--- config.mk ---
export PLATFORM = sky130hd
export DESIGN_NAME = square_root_iter
export DESIGN_NICKNAME = d
export VERILOG_FILES = /design/src/rtl/square_root_iter.sv
export SDC_FILE = /design/constraint.sdc
export NUM_CORES = 1
export LEC_CHECK = 0
export CAP_MARGIN = 15
export CORE_ASPECT_RATIO = 0.9
export CORE_MARGIN = 2
export CORE_UTILIZATION = 47
export DETAILED_ROUTE_END_ITERATION = 6
export GPL_TIMING_DRIVEN = 1
export PLACE_DENSITY = 0.7
export SLEW_MARGIN = 20
export SYNTH_ARGS = -nofsm -noshare
export SYNTH_HDL_FRONTEND = slang
export SYNTH_SLANG_ARGS = --single-unit
--- constraint.sdc ---
create_clock -name iCLOCK -period 6.98 [get_ports iCLOCK]
set_input_delay 1.396 -clock iCLOCK [delete_from_list [all_inputs] [get_ports iCLOCK]]
set_output_delay 1.396 -clock iCLOCK [all_outputs]
set_load 0.01 [all_outputs]
--- src/rtl/square_root_iter.sv ---
// Multi-cycle integer square root using the restoring digit-by-digit method.
// Resolves P_BITS_PER_CYCLE root bits per clock and carries a tag through with REQ/BUSY/VALID handshakes.
module square_root_iter #(
    parameter int P_WIDTH          = 32,
    parameter int P_BITS_PER_CYCLE = 1,
    parameter int P_TAG_W          = 4
) (
    input  logic                   iCLOCK,
    input  logic                   inRESET,
    input  logic                   iDATA_REQ,
    output logic                   oDATA_BUSY,
    input  logic [P_WIDTH-1:0]     iDATA_X,
    input  logic [P_TAG_W-1:0]     iDATA_TAG,
    output logic                   oDATA_VALID,
    input  logic                   iDATA_BUSY,
    output logic [P_WIDTH/2-1:0]   oDATA_ROOT,
    output logic [P_WIDTH/2:0]     oDATA_REM,
    output logic [P_TAG_W-1:0]     oDATA_TAG
);

    localparam int HW = P_WIDTH / 2;
    localparam int RW = HW + 2;
    localparam int L  = HW / ((P_BITS_PER_CYCLE > 0) ? P_BITS_PER_CYCLE : 1);
    localparam int CW = $clog2(L + 1);

    generate
        if ((P_WIDTH % 2) != 0 || P_WIDTH < 4 ||
            !(P_BITS_PER_CYCLE == 1 || P_BITS_PER_CYCLE == 2 || P_BITS_PER_CYCLE == 4) ||
            (HW % ((P_BITS_PER_CYCLE > 0) ? P_BITS_PER_CYCLE : 1)) != 0 ||
            P_TAG_W < 1) begin : g_param_check
            $error("square_root_iter: illegal parameter combination");
        end
    endgenerate

    typedef enum logic [1:0] {
        IDLE,
        CALC,
        DONE
    } state_t;

    state_t               state, state_nxt;
    logic [P_WIDTH-1:0]   x_sh, x_nxt;
    logic [RW-1:0]        rem_r, rem_nxt;
    logic [HW-1:0]        root_r, root_nxt;
    logic [RW-1:0]        r_sh, trial;
    logic [CW-1:0]        cnt;
    logic [P_TAG_W-1:0]   tag_r;

    assign oDATA_BUSY  = (state != IDLE);
    assign oDATA_VALID = (state == DONE);

    // One cycle's worth of iterations; the unsigned compare stands in for the sign of t.
    always_comb begin
        x_nxt    = x_sh;
        rem_nxt  = rem_r;
        root_nxt = root_r;
        r_sh     = '0;
        trial    = '0;
        for (int i = 0; i < P_BITS_PER_CYCLE; i++) begin
            r_sh  = {rem_nxt[RW-3:0], x_nxt[P_WIDTH-1 -: 2]};
            trial = {root_nxt, 2'b01};
            if (r_sh >= trial) begin
                rem_nxt  = r_sh - trial;
                root_nxt = {root_nxt[HW-2:0], 1'b1};
            end else begin
                rem_nxt  = r_sh;
                root_nxt = {root_nxt[HW-2:0], 1'b0};
            end
            x_nxt = {x_nxt[P_WIDTH-3:0], 2'b00};
        end
    end

    always_comb begin
        state_nxt = state;
        case (state)
            IDLE:    if (iDATA_REQ) state_nxt = CALC;
            CALC:    if (cnt == '0) state_nxt = DONE;
            DONE:    if (!iDATA_BUSY) state_nxt = IDLE;
            default: state_nxt = IDLE;
        endcase
    end

    always_ff @(posedge iCLOCK or negedge inRESET) begin
        if (!inRESET) begin
            state <= IDLE;
        end else begin
            state <= state_nxt;
        end
    end

    // The counter hits zero one cycle before DONE; that idle CALC cycle publishes the result.
    always_ff @(posedge iCLOCK or negedge inRESET) begin
        if (!inRESET) begin
            x_sh       <= '0;
            rem_r      <= '0;
            root_r     <= '0;
            cnt        <= '0;
            tag_r      <= '0;
            oDATA_ROOT <= '0;
            oDATA_REM  <= '0;
            oDATA_TAG  <= '0;
        end else begin
            case (state)
                IDLE: begin
                    if (iDATA_REQ) begin
                        x_sh   <= iDATA_X;
                        tag_r  <= iDATA_TAG;
                        rem_r  <= '0;
                        root_r <= '0;
                        cnt    <= CW'(L);
                    end
                end
                CALC: begin
                    if (cnt != '0) begin
                        x_sh   <= x_nxt;
                        rem_r  <= rem_nxt;
                        root_r <= root_nxt;
                        cnt    <= cnt - 1'b1;
                    end else begin
                        oDATA_ROOT <= root_r;
                        oDATA_REM  <= rem_r[HW:0];
                        oDATA_TAG  <= tag_r;
                    end
                end
                default: ;
            endcase
        end
    end

endmodule

==> results of run 1 <==
-- logic make-up after synthesis --
kind of cell	share of synthesized area, %
buffers and inverters	4.21
xor gates and xnor gates	1.53
and+or+nand+nor	18.9
DFF	49.6
adders and majority gates	4.39
muxes	4.30
AOI/OAI and AO/OA	17.1
-- routing by layer --
metal	wire [µm]	GRT usage [%]	vias to the layer above
met5	0	0	-
met1	6500	32.9	2272
met2	6520	36.0	168
li1	-	-	2285
met3	978	6.33	15
met4	187	8.40	0
-- synthesized netlist by cell type, drive strengths merged (2+ instances only) --
library cell    n
xnor2           3
nand2b          6
ha             20
o211ai          9
nor4            2
nor2           43
o31ai           8
a311o           2
nor2b           4
o21a            4
buf             6
and2            3
a31o            2
clkbuf         32
or3             2
o211a           2
a311oi          3
dfrtp         113
nand4           4
o21ai          43
o41a            2
mux2i           2
mux2           20
or4            12
nand3          24
nor3            3
nand3b          2
o311ai          5
inv            23
a21oi          15
and3            5
a21o            9
a31oi          30
nand2         130
xor2            7
-- metrics by stage --
step	power, µW	hold slack (ps)
2_1_floorplan	2590	442
3_3_place_gp	3160	456
3_5_place_dp	3210	463
4_1_cts	4170	481
5_1_grt	4500	489
6_report	4160	474
-- sequential cells by signal, summed over array words and instances (netlist names) --
register / flops
oDATA_ROOT: 16
tag_r: 4
oDATA_TAG: 4
root_r: 16
rem_r: 17
state: 2
oDATA_REM: 17
x_sh: 32
cnt: 5
-- worst paths after layout --
check                                            from                          to  slack, ps  cells past startpoint
max in group asynchronous                     inRESET        x_sh[13]$_DFFE_PN0P_       4720                      2
min                        oDATA_ROOT[13]$_DFFE_PN0P_  oDATA_ROOT[13]$_DFFE_PN0P_        470                      2
max reg2reg                      rem_r[0]$_DFFE_PN0P_        rem_r[3]$_DFFE_PN0P_       3830                      8
min in group asynchronous                     inRESET  oDATA_ROOT[10]$_DFFE_PN0P_       1000                      1
min reg2reg                oDATA_ROOT[13]$_DFFE_PN0P_  oDATA_ROOT[13]$_DFFE_PN0P_        470                      2
max                                         iDATA_REQ       root_r[9]$_DFFE_PN0P_       3770                      7
-- where the power goes --
group / total (µW) / internal [µW] / switching [µW] / leakage, µW
clock network: 927 / 600 / 327 / 0.000289
logic: 2070 / 868 / 1200 / 0.00143
registers: 1160 / 956 / 209 / 0.00143
total: 4160 / 2420 / 1740 / 0.00315
-- layout make-up --
class / instances / area (µm²)
Clock inverter: 15 / 205
Tap cell: 160 / 200
Timing Repair Buffer: 82 / 808
Sequential cell: 113 / 2830
Multi-Input combinational cell: 438 / 2660
Clock buffer: 17 / 425
Inverter: 23 / 86.3
Fill cell: 1002 / 4730
-- worst reg2reg max path, cell delays in order, from the launching register on --
cell and delay, ps:
dfrtp_1 420, ha_1 390, nor2b_1 220, o31a_1 290
o21ai_2 140, a2111oi_4 860, nor3_1 110, buf_4 230
a311o_1 370
==> impl_metrics.tcl, run 1 <==
set metrics [dict create \
    worst-path-buf-inv 3 \
    cp_top_family "buffers and inverters" \
    finalNetCount 735 \
    cts_inserted_buffers 17 \
    post_cts_buffers 0 \
    fin_ws_ps 3770 \
    remaining_drc_errors 0 \
    n_antenna_cell 0 \
    synth_top_area_share_pct 49.6 \
    clkSinkCount 113 \
    core_um2 11900 \
    arrival_ps 3540 \
    slowest_stage "buf_4" \
    grt_remaining_overflow 0 \
    die_y_um 109 \
    drive_gt1_share_pct 10.0 \
    die_w_um 120 \
    num_rows 38 \
    final_util_pct 60.4 \
    crit_fanout 92 \
    grt_setup_unrepaired "no" \
    final_cells 848 \
    clk_path_buf_depth 2 \
    clock_latency_ps 420 \
    crit_required_ps 7310 \
    worstSetupPathType "input pin to flip-flop" \
    finalSetupViolCount 0 \
    yosysWarnings 0 \
    drt-total-wl_um 14200 \
    gr-usage-all-layers_pct 23.7 \
    initial_utilization_pct 47.8 \
    synth_area_um2 5710 \
    io_buffers 78 \
    ctsResizeCount 0 \
    dieArea_um2 13000 \
    dr.pass1.iters 5 \
    htreeDepth 4 \
    timing_hold_violations_final 0 \
    yosysSeqAreaShare_pct 49.6 \
    yosysTopAreaCell "dfrtp_1" \
    vias 4740 \
    crit_chain "clkdlybuf4s50_1, and2_1, nor2_1, inv_2, buf_4, nand3_1, o21ai_0" \
    startpoint_type "input pin" \
    final_cell_area_um2 7210 \
    cts_tree "done" \
    hp-class "flip-flop to flip-flop" \
    fmax_ghz 0.311 \
    synth_edf_count 0 \
    async_flop_share_pct 100 \
    antenna_found_initial 0 \
    gp_congestion 0.887 \
    ys.flop_type "dfrtp_1" \
    post_dp_cell_area_um2 6570 \
    synth_cell_types 54 \
    period_needed_ps 3210 \
    cts_root_buf "clkbuf_16" \
    syn-instance-count 612 \
    via_per_inst 5.59 \
    layout_worst_path_cycle_share_pct 46.1 \
    clkTransAtPathRegs_ps 50 \
    syn-num-nets 672 \
    setup-tns-final_ps 0 \
    slowest_delay_ps 620 \
    io_pins 79 \
    vdd_drop_max_uv 346 \
    maxSlewViolCount 0 \
    slew_headroom_pct 28.9 \
    layout_commonest_cell "nand2_1" \
    worst_slew_pin_slew_ps 1060 \
    holdBufCountCts 0 \
    routedWlPerCell_um 16.7 \
    drv_cap 0 \
    final_cell_mix "nand2_1 (129), dfrtp_1 (113), clkdlybuf4s50_1 (77)" \
    cp-end-kind "flip-flop" \
    grt_pass1_wl_um 23800 \
    syn_to_final_growth_pct 26.3 \
    hpwl_um 9480 \
    status "complete, no violations" \
    pre_cts_ws_ps 3300 \
    synth_area_leaders "dfrtp_1 (50%), nand2_1 (8.6%), ha_1 (4.4%)" \
    grt_pass1_vias 4639 \
    ant_nets 0 \
    grt_max_degree 93 \
    ys_ff_latch 113 \
    leakage_uw 0.00315 \
    avgSynthCellArea_um2 9.32 \
    powerDensity_nw_per_um2 578 \
    skew_ps 7.90 \
    dp.cells 816 \
    drt_iter0_markers 431 \
]
(Power assumes the default switching activity.)
==> run 2: changes to the inputs <==
Settings changed: PLACE_DENSITY 0.7 to 0.73.
Clock period 6.98 ns to 2.6 ns, I/O delays scaled along.
==> impl_metrics.tcl, run 2 (synthesis gave the netlist of run 1 again) <==
set metrics [dict create \
    clkSinkCount 113 \
    core_um2 11900 \
    drive_gt1_share_pct 18.0 \
    n_antenna_cell 0 \
    num_rows 38 \
    routedWlPerCell_um 16.0 \
    io_pins 79 \
    worst-path-buf-inv 5 \
    cts_tree "done" \
    grt_max_degree 91 \
    gp_congestion 0.901 \
    ant_nets 0 \
    worstSetupPathType "flip-flop to flip-flop" \
    grt_pass1_wl_um 23800 \
    crit_required_ps 2930 \
    pre_cts_ws_ps -303 \
    drt-total-wl_um 14500 \
    layout_worst_path_cycle_share_pct 97.3 \
    crit_chain "inv_2, ha_1, buf_6, a21o_1, o31ai_2, buf_4, a21oi_2, buf_6, buf_12, or4_1, o211ai_1" \
    slowest_stage "or4_1" \
    final_cell_mix "nand2_1 (129), dfrtp_1 (113), clkdlybuf4s50_1 (77)" \
    leakage_uw 0.00348 \
    startpoint_type "flip-flop" \
    clk_path_buf_depth 2 \
    slowest_delay_ps 520 \
    top_regs "x_sh x32, oDATA_REM x17, rem_r x17" \
    final_util_pct 65.0 \
    fmax_ghz 0.395 \
    htreeDepth 4 \
    crit_fanout 9 \
    clock_latency_ps 420 \
    clkTransAtPathRegs_ps 50 \
    slew_headroom_pct 61.0 \
    drt_iter0_markers 301 \
    syn_to_final_growth_pct 36.0 \
    power.total_uw 12100 \
    antenna_found_initial 0 \
    timing_hold_violations_final 0 \
    maxSlewViolCount 0 \
    finalSetupViolCount 0 \
    cp-end-kind "flip-flop" \
    worst_r2r_endpoint "rem_r[16]$_DFFE_PN0P_" \
    finalNetCount 797 \
    fin_ws_ps 70.5 \
    worst_slew_pin_slew_ps 578 \
    vias 5007 \
    via_per_inst 5.51 \
    hpwl_um 10500 \
    arrival_ps 2860 \
    dieArea_um2 13000 \
    hp-class "input pin to asynchronous set/reset pin" \
    cts_root_buf "clkbuf_16" \
    fin_hold_ws_ps 92.5 \
    layout_commonest_cell "nand2_1" \
    skew_ps 7.79 \
    initial_utilization_pct 47.8 \
    grt_pass1_vias 4938 \
    die_y_um 109 \
    die_w_um 120 \
    dr.pass1.iters 5 \
    cts_inserted_buffers 17 \
    largest_reg_flops 32 \
    r2r_cells 11 \
    remaining_drc_errors 0 \
    r2r_start "root_r[11]$_DFFE_PN0P_" \
    status "complete, no violations" \
    reg2reg_slack_ps 70 \
    final_cell_area_um2 7760 \
    powerDensity_nw_per_um2 1560 \
    period_needed_ps 2530 \
    post_dp_cell_area_um2 7040 \
    cp_top_family "buffers and inverters" \
    drv_cap 0 \
    io_buffers 78 \
    gr-usage-all-layers_pct 23.7 \
    crit_top_cell "buf_6" \
    top_register "x_sh" \
    vdd_drop_max_uv 864 \
    grt_remaining_overflow 0 \
]
-- run 2: final cells by class --
type / count / area [µm²]
Multi-Input combinational cell: 438 / 2710
Timing Repair Buffer: 144 / 1330
Clock buffer: 26 / 499
Fill cell: 941 / 4180
Sequential cell: 113 / 2830
Tap cell: 160 / 200
Clock inverter: 5 / 100
Inverter: 23 / 86.3
-- run 2: metrics by stage --
step,TNS (ps),cells
4_1_cts,0,906
6_report,0,909
3_5_place_dp,-2450,873
2_1_floorplan,0,612
5_1_grt,-10.1,909
3_3_place_gp,-347,873
-- run 2: worst max path at each step --
stage	endpoint	cells past startpoint	slack (ps)	startpoint
floorplan	rem_r[16]$_DFFE_PN0P_	8	170	rem_r[5]$_DFFE_PN0P_
global placement	rem_r[3]$_DFFE_PN0P_	9	-120	root_r[5]$_DFFE_PN0P_
detailed placement	rem_r[3]$_DFFE_PN0P_	9	-300	root_r[5]$_DFFE_PN0P_
CTS	rem_r[4]$_DFFE_PN0P_	10	0.2	root_r[9]$_DFFE_PN0P_
global route	rem_r[8]$_DFFE_PN0P_	11	-7	root_r[7]$_DFFE_PN0P_
finish	rem_r[16]$_DFFE_PN0P_	11	70	root_r[11]$_DFFE_PN0P_
-- run 2: metal layers --
metal  wire length, µm  share of wire, %  global-route usage (%)  vias up
met4               402               2.8                    11.7        0
met3               728               5.0                    5.49       36
met1              6190                43                    28.7     2392
met5                 0                 0                       0        -
li1                  -                 -                       -     2414
met2              7210                50                    39.8      165
-- run 2: timing repair --
action,in CTS,in global routing
endpoints found under the setup margin,16,16
gates cloned,0,1
pin swaps,2,8
resized for setup,2,15
setup buffers,2,2
hold buffers,0,0
-- run 2: power by group --
part           switching (µW)  leakage, µW  internal [µW]
Combinational            3620      0.00176           3130
Sequential                470      0.00143           2570
Clock                     749     0.000294           1600
Total                    4840      0.00348           7300
==> run 3: changes to the inputs <==
Settings changed: CTS_BUF_LIST set to sky130_fd_sc_hd__clkbuf_16.
==> impl_metrics.tcl, run 3 (synthesis gave the netlist of run 1 again) <==
set metrics [dict create \
    status "complete, no violations" \
    n_antenna_cell 0 \
    grt_pass1_vias 4947 \
    worstSetupPathType "flip-flop to flip-flop" \
    drt-total-wl_um 14500 \
    vias 4996 \
    period_needed_ps 2530 \
    fmax_ghz 0.396 \
    hpwl_um 10500 \
    worst_slew_pin_slew_ps 580 \
    crit_fanout 5 \
    num_rows 38 \
    grt_remaining_overflow 0 \
    top_layer "met4" \
    holdBufCountCts 0 \
    top_register "x_sh" \
    slew_headroom_pct 60.9 \
    skew_ps 7.51 \
    maxSlewViolCount 0 \
    core_um2 11900 \
    powerDensity_nw_per_um2 1550 \
    cts_root_buf "clkbuf_16" \
    arrival_ps 2810 \
    drt_iter0_markers 326 \
    clock_latency_ps 420 \
    gr-usage-all-layers_pct 23.8 \
    drive_gt1_share_pct 17.5 \
    wl_met2_um 7190 \
    fillers 951 \
    layout_commonest_cell "nand2_1" \
    grt_max_degree 91 \
    die_y_um 109 \
    cts_tree "done" \
    largest_reg_flops 32 \
    die_w_um 120 \
    io_buffers 78 \
    antenna_found_initial 0 \
    clkTransAtPathRegs_ps 50 \
    seqCellArea_um2 2830 \
    htreeDepth 4 \
    io_pins 79 \
    grt_pass1_wl_um 23800 \
    cts_inserted_buffers 17 \
    hp-class "input pin to asynchronous set/reset pin" \
    top_regs "x_sh x32, oDATA_REM x17, rem_r x17" \
    via_per_inst 5.50 \
    layout_worst_path_cycle_share_pct 97.2 \
    syn_to_final_growth_pct 35.5 \
    multiInputGateArea_um2 2730 \
    crit_required_ps 2880 \
    leakage_uw 0.00347 \
    cp-end-kind "flip-flop" \
    drt-met1-wl_um 6260 \
    final_cell_mix "nand2_1 (129), dfrtp_1 (113), clkdlybuf4s50_1 (77)" \
    route.met3.wl_um 677 \
    clkSinkCount 113 \
    final_util_pct 64.8 \
    finalSetupViolCount 0 \
    dr.pass1.iters 5 \
    initial_utilization_pct 47.8 \
    clk_path_buf_depth 2 \
    remaining_drc_errors 0 \
    vdd_drop_max_uv 869 \
    timing_hold_violations_final 0 \
    gp_congestion 0.901 \
    ant_nets 0 \
    drv_cap 0 \
    startpoint_type "flip-flop" \
    fin_hold_ws_ps 95.2 \
    routedWlPerCell_um 16.0 \
    finalNetCount 796 \
    dieArea_um2 13000 \
]
[run 3: cell count changes in the layout (fill, tap and decap cells not counted), sizes merged]
cell    delta
clkinv     +4
inv        +5
buf        -1
clkbuf     -9
[run 3: layout make-up]
class                           instances  area share, %
Inverter                               23           1.12
Sequential cell                       113           36.6
Tap cell                              160           2.59
Clock inverter                         14           1.73
Multi-Input combinational cell        438           35.3
Timing Repair Buffer                  143           17.1
Clock buffer                           17           5.50
[run 3: worst max-delay path: stages (launching register included)]
cell	delay, ps
dfrtp_1	390
inv_2	100
ha_4	220
and2_1	170
or4_4	440
buf_4	160
o211a_1	220
or4_1	420
o311ai_0	130
o211ai_1	140
[run 3: path summary, 6_finish.rpt]
check / startpoint / to / slack [ps] / cells after the start
min in group iCLOCK: oDATA_REM[5]$_DFFE_PN0P_ / oDATA_REM[5]$_DFFE_PN0P_ / 470 / 2
max in group asynchronous: inRESET / x_sh[18]$_DFFE_PN0P_ / 1910 / 2
setup reg to reg: root_r[5]$_DFFE_PN0P_ / rem_r[16]$_DFFE_PN0P_ / 70 / 9
hold reg to reg: oDATA_REM[5]$_DFFE_PN0P_ / oDATA_REM[5]$_DFFE_PN0P_ / 470 / 2
setup / recovery: root_r[5]$_DFFE_PN0P_ / rem_r[16]$_DFFE_PN0P_ / 70 / 9
hold / removal: inRESET / rem_r[16]$_DFFE_PN0P_ / 100 / 1
[run 3: power breakdown]
group | leakage, µW | internal, µW | switching [µW] | total [µW]
clock | 0.000293 | 1460 | 746 | 2200
sequential | 0.00143 | 2570 | 476 | 3050
combinational | 0.00175 | 3140 | 3620 | 6760
total | 0.00347 | 7170 | 4840 | 12000
[run 3: repair_timing]
| action | 4_1_cts | 5_1_grt |
|---|---|---|
| endpoints found under the setup margin | 16 | 16 |
| cloned | 0 | 1 |
| gates resized for setup | 2 | 16 |
| buffers inserted | 2 | 1 |
| pin swaps | 2 | 8 |
[run 3: per-stage QoR]
step | cells | instance area (µm²) | power [µW] | setup slack (ps) | setup TNS, ps
after floorplan | 612 | 5710 | 6960 | 166 | 0
after global placement | 873 | 7040 | 9250 | -122 | -347
after detailed placement | 873 | 7040 | 9450 | -303 | -2450
after CTS | 906 | 7630 | 11800 | 0.163 | 0
after global routing | 908 | 7730 | 12900 | -6.91 | -6.91
final | 908 | 7730 | 12000 | 73.5 | 0
[run 3: metal layers]
layer,track usage [%],vias up
li1,-,2422
met1,28.8,2387
met2,39.9,149
met3,5.49,38
met4,12.1,0
met5,0,-
